==> config.mk <==
export PLATFORM = sky130hd
export DESIGN_NAME = sa_tile_ctrl
export DESIGN_NICKNAME = d
export VERILOG_FILES = /design/src/rtl/sa_ctrl_pkg.sv /design/src/rtl/sa_step_counter.sv /design/src/rtl/sa_tile_ctrl.sv
export SDC_FILE = /design/constraint.sdc
export NUM_CORES = 1
export LEC_CHECK = 0
export CORE_AREA = 5 5 69 59
export CTS_CLUSTER_SIZE = 30
export DETAILED_ROUTE_END_ITERATION = 7
export DIE_AREA = 0 0 74 64
export PLACE_DENSITY = 0.75
export SETUP_SLACK_MARGIN = 0.4
export SYNTH_ARGS = -nofsm -noshare
export SYNTH_HDL_FRONTEND = slang
export SYNTH_SLANG_ARGS = --single-unit
==> constraint.sdc <==
create_clock -name clk -period 2.3 [get_ports clk]
set_input_delay 0.345 -clock clk [delete_from_list [all_inputs] [get_ports clk]]
set_output_delay 0.345 -clock clk [all_outputs]
set_load 0.01 [all_outputs]
==> src/rtl/sa_ctrl_pkg.sv <==
// ---------------------------------------------------------------------------
// sa_ctrl_pkg
// Shared definitions for the systolic-array tile controller and the blocks
// around it (PE array, result writer).
//   sa_state_e : sequencer state encoding
//   flush_cyc  : number of cycles needed to push the last operand skew
//                through a ROWS x COLS grid
// ---------------------------------------------------------------------------
package sa_ctrl_pkg;

   typedef enum logic [2:0] {
      ST_IDLE  = 3'd0,
      ST_CLEAR = 3'd1,
      ST_FEED  = 3'd2,
      ST_FLUSH = 3'd3,
      ST_DRAIN = 3'd4,
      ST_DONE  = 3'd5
   } sa_state_e;

   // The last slice enters at the array corner and has to reach the far
   // corner: (ROWS-1) + (COLS-1) extra steps.
   function automatic int flush_cyc(input int rows, input int cols);
      return rows + cols - 2;
   endfunction

endpackage

==> src/rtl/sa_step_counter.sv <==
// ---------------------------------------------------------------------------
// sa_step_counter
// Loadable down-counter with terminal-value flags. Load wins over enable;
// the count saturates at zero rather than wrapping.
// Ports:
//   clk, rstn  : clock, synchronous active-low reset (count -> 0)
//   load       : load load_val this cycle
//   load_val   : value to load
//   en         : decrement by one (ignored when already zero)
//   is_one     : count == 1
//   is_zero    : count == 0
// ---------------------------------------------------------------------------
module sa_step_counter #(
   parameter int W = 8
) (
   input  logic         clk,
   input  logic         rstn,
   input  logic         load,
   input  logic [W-1:0] load_val,
   input  logic         en,
   output logic         is_one,
   output logic         is_zero
);

   logic [W-1:0] cnt_q;
   logic [W-1:0] cnt_d;

   always_comb begin
      cnt_d = cnt_q;
      if (load) begin
         cnt_d = load_val;
      end else if (en && (cnt_q != '0)) begin
         cnt_d = cnt_q - W'(1);
      end
   end

   always_ff @(posedge clk) begin
      if (!rstn) begin
         cnt_q <= '0;
      end else begin
         cnt_q <= cnt_d;
      end
   end

   assign is_one  = (cnt_q == W'(1));
   assign is_zero = (cnt_q == '0);

endmodule

==> src/rtl/sa_tile_ctrl.sv <==
// ---------------------------------------------------------------------------
// sa_tile_ctrl
// Sequencer for one systolic-array tile: clear accumulators, stream K operand
// slices (stalling on empty operand buffers), flush the skew pipeline, then
// drain ROWS result rows over a valid/ready port.
// Ports:
//   clk, rstn             : clock, synchronous active-low reset
//   start, cfg_k          : command strobe (IDLE only) and reduction length
//   busy, done            : activity flag, one-cycle completion pulse
//   in_valid, in_rd       : operand slice available / consumed
//   pe_en, pe_acc_clr,
//   pe_zero_in            : shared PE grid controls
//   drain_row, out_valid,
//   out_ready, out_last   : result row index and handshake
// All outputs decode registered state/counters, except in_rd/pe_en in FEED,
// which follow in_valid directly.
// ---------------------------------------------------------------------------
module sa_tile_ctrl
   import sa_ctrl_pkg::*;
#(
   parameter int ROWS   = 4,
   parameter int COLS   = 4,
   parameter int K_BITS = 16
) (
   input  logic                    clk,
   input  logic                    rstn,
   input  logic                    start,
   input  logic [K_BITS-1:0]       cfg_k,
   output logic                    busy,
   output logic                    done,
   input  logic                    in_valid,
   output logic                    in_rd,
   output logic                    pe_en,
   output logic                    pe_acc_clr,
   output logic                    pe_zero_in,
   output logic [$clog2(ROWS)-1:0] drain_row,
   output logic                    out_valid,
   input  logic                    out_ready,
   output logic                    out_last
);

   localparam int RW        = $clog2(ROWS);
   localparam int FLUSH_CYC = flush_cyc(ROWS, COLS);
   localparam int FW        = $clog2(ROWS + COLS - 1);

   sa_state_e     state_q;
   sa_state_e     state_d;
   logic [RW-1:0] drain_row_q;
   logic [RW-1:0] drain_row_d;

   logic k_load;
   logic k_en;
   logic k_is_one;
   logic k_is_zero;
   logic f_load;
   logic f_en;
   logic f_is_one;
   logic f_is_zero;

   // Remaining operand slices; loaded when the command is accepted so later
   // cfg_k changes cannot disturb the run.
   sa_step_counter #(.W(K_BITS)) u_k_cnt (
      .clk      (clk),
      .rstn     (rstn),
      .load     (k_load),
      .load_val (cfg_k),
      .en       (k_en),
      .is_one   (k_is_one),
      .is_zero  (k_is_zero)
   );

   // Remaining flush cycles; loaded on the transition into FLUSH.
   sa_step_counter #(.W(FW)) u_flush_cnt (
      .clk      (clk),
      .rstn     (rstn),
      .load     (f_load),
      .load_val (FW'(FLUSH_CYC)),
      .en       (f_en),
      .is_one   (f_is_one),
      .is_zero  (f_is_zero)
   );

   always_comb begin
      state_d     = state_q;
      drain_row_d = '0;
      busy        = 1'b0;
      done        = 1'b0;
      in_rd       = 1'b0;
      pe_en       = 1'b0;
      pe_acc_clr  = 1'b0;
      pe_zero_in  = 1'b0;
      out_valid   = 1'b0;
      k_load      = 1'b0;
      k_en        = 1'b0;
      f_load      = 1'b0;
      f_en        = 1'b0;

      case (state_q)
         ST_IDLE: begin
            if (start) begin
               k_load  = 1'b1;
               state_d = ST_CLEAR;
            end
         end

         ST_CLEAR: begin
            busy       = 1'b1;
            pe_acc_clr = 1'b1;
            pe_en      = 1'b1;
            // Zero-length reduction: accumulators are already the answer.
            state_d    = k_is_zero ? ST_DRAIN : ST_FEED;
         end

         ST_FEED: begin
            busy  = 1'b1;
            in_rd = in_valid;
            pe_en = in_valid;
            k_en  = in_valid;
            if (in_valid && k_is_one) begin
               f_load  = 1'b1;
               state_d = ST_FLUSH;
            end
         end

         ST_FLUSH: begin
            busy       = 1'b1;
            pe_en      = 1'b1;
            pe_zero_in = 1'b1;
            f_en       = 1'b1;
            // is_zero is unreachable in normal flow; it keeps the FSM from
            // sticking here if the counter were ever left empty.
            if (f_is_one || f_is_zero) begin
               state_d = ST_DRAIN;
            end
         end

         ST_DRAIN: begin
            busy        = 1'b1;
            out_valid   = 1'b1;
            drain_row_d = drain_row_q;
            if (out_ready) begin
               if (drain_row_q == RW'(ROWS - 1)) begin
                  drain_row_d = '0;
                  state_d     = ST_DONE;
               end else begin
                  drain_row_d = drain_row_q + RW'(1);
               end
            end
         end

         ST_DONE: begin
            busy    = 1'b1;
            done    = 1'b1;
            state_d = ST_IDLE;
         end

         default: begin
            state_d = ST_IDLE;
         end
      endcase
   end

   always_ff @(posedge clk) begin
      if (!rstn) begin
         state_q     <= ST_IDLE;
         drain_row_q <= '0;
      end else begin
         state_q     <= state_d;
         drain_row_q <= drain_row_d;
      end
   end

   // drain_row_q is forced to zero outside DRAIN by the next-state logic,
   // so it can be driven out directly.
   assign drain_row = drain_row_q;
   assign out_last  = (state_q == ST_DRAIN) && (drain_row_q == RW'(ROWS - 1));

endmodule
==> results.toml <==
[outcome]
status = "completed"

[cts]
cts_made_buffers = 3
cts.clk_slew.worst_paths_ns = 0.09
tritoncts = "done"
cts.sinks = 24
clock-root-buffer = "clkbuf_8"
cts_buffer_depth = 2
clock_latency_ns = 0.29
h-tree-depth = 1
holdBufCountCts = 0

[floorplan]
start_util = 0.473
die_x_um = 74
rows = 19
core_area_um2 = 3300
die_area_um2 = 4740
die_y_um = 64
ios = 31

[timing]
finalSetupViolations = 0
grt_setup_unrepaired = "yes"
post-route-period-util = 0.826
maxSlewViolCount = 0
tns_ns = 0
timing.final.crit_period_ns = 1.90
worstMarginPinSlew_ns = 0.497
finClkSkew_ns = 0.00970
relSlewSlack = 0.666
fmax_mhz = 526
finalWorstSetupSlack_ns = 0.400
final-hold-violation-count = 0

[place]
dpl_worst_slack_ns = 0.125
dpl.hpwl_um = 3020
port-buffer-count = 30
routabilityCongestion = 0.843
placedCellCount = 258
placed_cell_area_um2 = 1910

[routing]
vias = 1678
drtIter0Drc = 85
vias_per_cell = 6.28
ant_nets = 0
drtPass1Iterations = 4
route.detailed.drc = 0
wire_per_inst_um = 17.1
wirelength_um = 4580

[worst_setup_path]
required_ns = 1.96
path_buf_inv = 1
critical_path.startpoint_type = "register"
cp_slowest_cell = "clkdlybuf4s50_1"
crit_path_end_kind = "output pin"
critPathMaxFanout = 9
crit_type = "reg2out"
arrival_ns = 1.56
crit_family = "buffers and inverters"
crit_chain = "nor2b_4 > and2_1 > clkdlybuf4s50_1"
slowest_delay_ns = 0.53

[global_route]
grt_pass1_vias = 1534
met2_usage = 0.312
grt-busiest-layer = "met2"
grt.overflow.total = 0
grt_pass1_wl_um = 7180
grtUsageTotal = 0.192
gr-usage-met3 = 0.0470
gr-usage-met1 = 0.240
grt_max_degree = 30
antenna_found_initial = 0

[synth]
ys_warn_count = 0
synthTopCellsByArea = "dfxtp_1 (31%), o21ai_0 (7.0%), a31oi_1 (4.8%), ha_1 (4.8%), nand4_1 (3.2%)"
syn_area_um2 = 1560
synth_edf_count = 0
synth-seq-cells = 24
yosysMostFrequentCell = "dfxtp_1"
async_flop_share = 0
synth_ff_type = "dfxtp_1"
synth_area_leader_cell = "dfxtp_1"
synthCells = 190
synth_cell_types = 49
synth.yosys.seq_area_share = 0.307
synth_area_per_cell_um2 = 8.22
synth_top_area_share = 0.307
synth_nets = 217
synth_commonest_cells = "dfxtp_1 (24), o21ai_0 (22), a31oi_1 (12)"

[power_and_ir_drop]
total_leakage_power_nw = 0.789
p_per_area_nw_per_um2 = 1010
p_sw_mw = 0.896
internal-power_mw = 1.25
pwr-share-seq = 0.337
p_comb_frac = 0.484
vdd_drop_max_uv = 626
p_sw_frac = 0.417
power_frac_clock = 0.179

[min_path]
min_path_type = "reg2reg"

[layout]
drive_above_1_share = 0.200
antenna_cells = 0
nets = 253
syn_to_final_growth_pct = 35.6
stdcell_area_um2 = 2120
final_util = 0.641
instances_no_fill = 267

[job]
max_cap_viol_count = 0
## metrics by stage
step / hold slack [ns] / power [mW]
finish: 0.540 / 2.15
global route: 0.580 / 2.29
CTS: 0.533 / 1.99
detailed placement: 0.515 / 1.56
global placement: 0.507 / 1.52
floorplan: 0.487 / 1.26
## flip-flops by register name, indices dropped and copies added, names as in the netlist
| name | cells |
|---|---|
| u_k_cnt.cnt_q | 16 |
| drain_row | 2 |
| u_flush_cnt.cnt_q | 3 |
| state_q | 3 |
## worst min-delay path, cell delays in order, from the launching register on
cell and delay, ns:
dfxtp_2 0.36, o31ai_1 0.07, a31oi_1 0.08
## power groups by stage
stage               logic, mW  clock network, mW  registers [mW]
finish                   1.04              0.384           0.723
global route             1.13              0.411           0.746
CTS                     0.906              0.388           0.700
detailed placement      0.880                  0           0.681
global placement        0.852                  0           0.672
floorplan               0.646                  0           0.619
## cell type report
| type | instances | area, µm² |
|---|---|---|
| sequential | 24 | 502 |
| timing repair buffer | 42 | 402 |
| tap | 42 | 52.6 |
| clock buffer | 3 | 41.3 |
| inverter | 8 | 30.0 |
| multi-input combinational | 147 | 1060 |
| fill | 277 | 1180 |
| clock inverter | 1 | 30.0 |
## per-layer routing
layer	wire, µm	share of wire	vias up
met5	0	0	-
met4	99	0.022	0
met3	272	0.059	9
met2	2260	0.49	64
met1	1940	0.42	804
li1	-	-	801
## placed cells by master (no fill, tap or decap), drive strengths merged, types with 2 or more instances in the layout
cell type	netlist	routed
dfxtp	24	24
clkdlybuf4s50	0	23
o21ai	23	23
a31oi	12	12
buf	8	12
nor2	9	9
inv	8	8
nand4	8	8
nand2	8	8
a21oi	7	7
or4	7	7
nor3	6	6
nand3	6	6
o31ai	6	6
ha	6	6
or3	6	6
nor4	6	6
dlygate4sd2	0	5
nor3b	4	4
nand2b	4	4
and3	3	3
mux2i	3	3
clkbuf	4	3
a211oi	3	3
a311oi	2	2
a31o	2	2
dlymetal6s2s	0	2
nor2b	2	2
and4	1	2
or4b	2	2
## logic make-up (layout without fill, tap and decap cells)
group                      Yosys count  after routing  synth area share
muxes                                4              4            0.0264
buffers and inverters               20             54            0.0705
adders and majority gates            6              6            0.0480
DFF                                 24             24             0.307
and+or+nand+nor                     77             78             0.312
xor gates and xnor gates             2              2            0.0112
AOI/OAI and AO/OA                   57             57             0.224
## timing repair
item                                    4_1_cts  5_1_grt
gates cloned                                  0        1
buffers inserted                              1        3
gates resized for setup                      17       14
pin swaps                                     2        4
endpoints found under the setup margin       21       14
## path summary, 6_finish.rpt
path / start / cells past startpoint / slack [ns] / end
setup / recovery: state_q[1] / 3 / 0.40 / pe_zero_in
setup reg to reg: u_k_cnt.cnt_q[0] / 6 / 0.46 / u_k_cnt.cnt_q[5]
hold / removal: u_k_cnt.cnt_q[9] / 2 / 0.54 / u_k_cnt.cnt_q[9]
hold reg to reg: u_k_cnt.cnt_q[9] / 2 / 0.54 / u_k_cnt.cnt_q[9]
(Power assumes the default switching activity.)
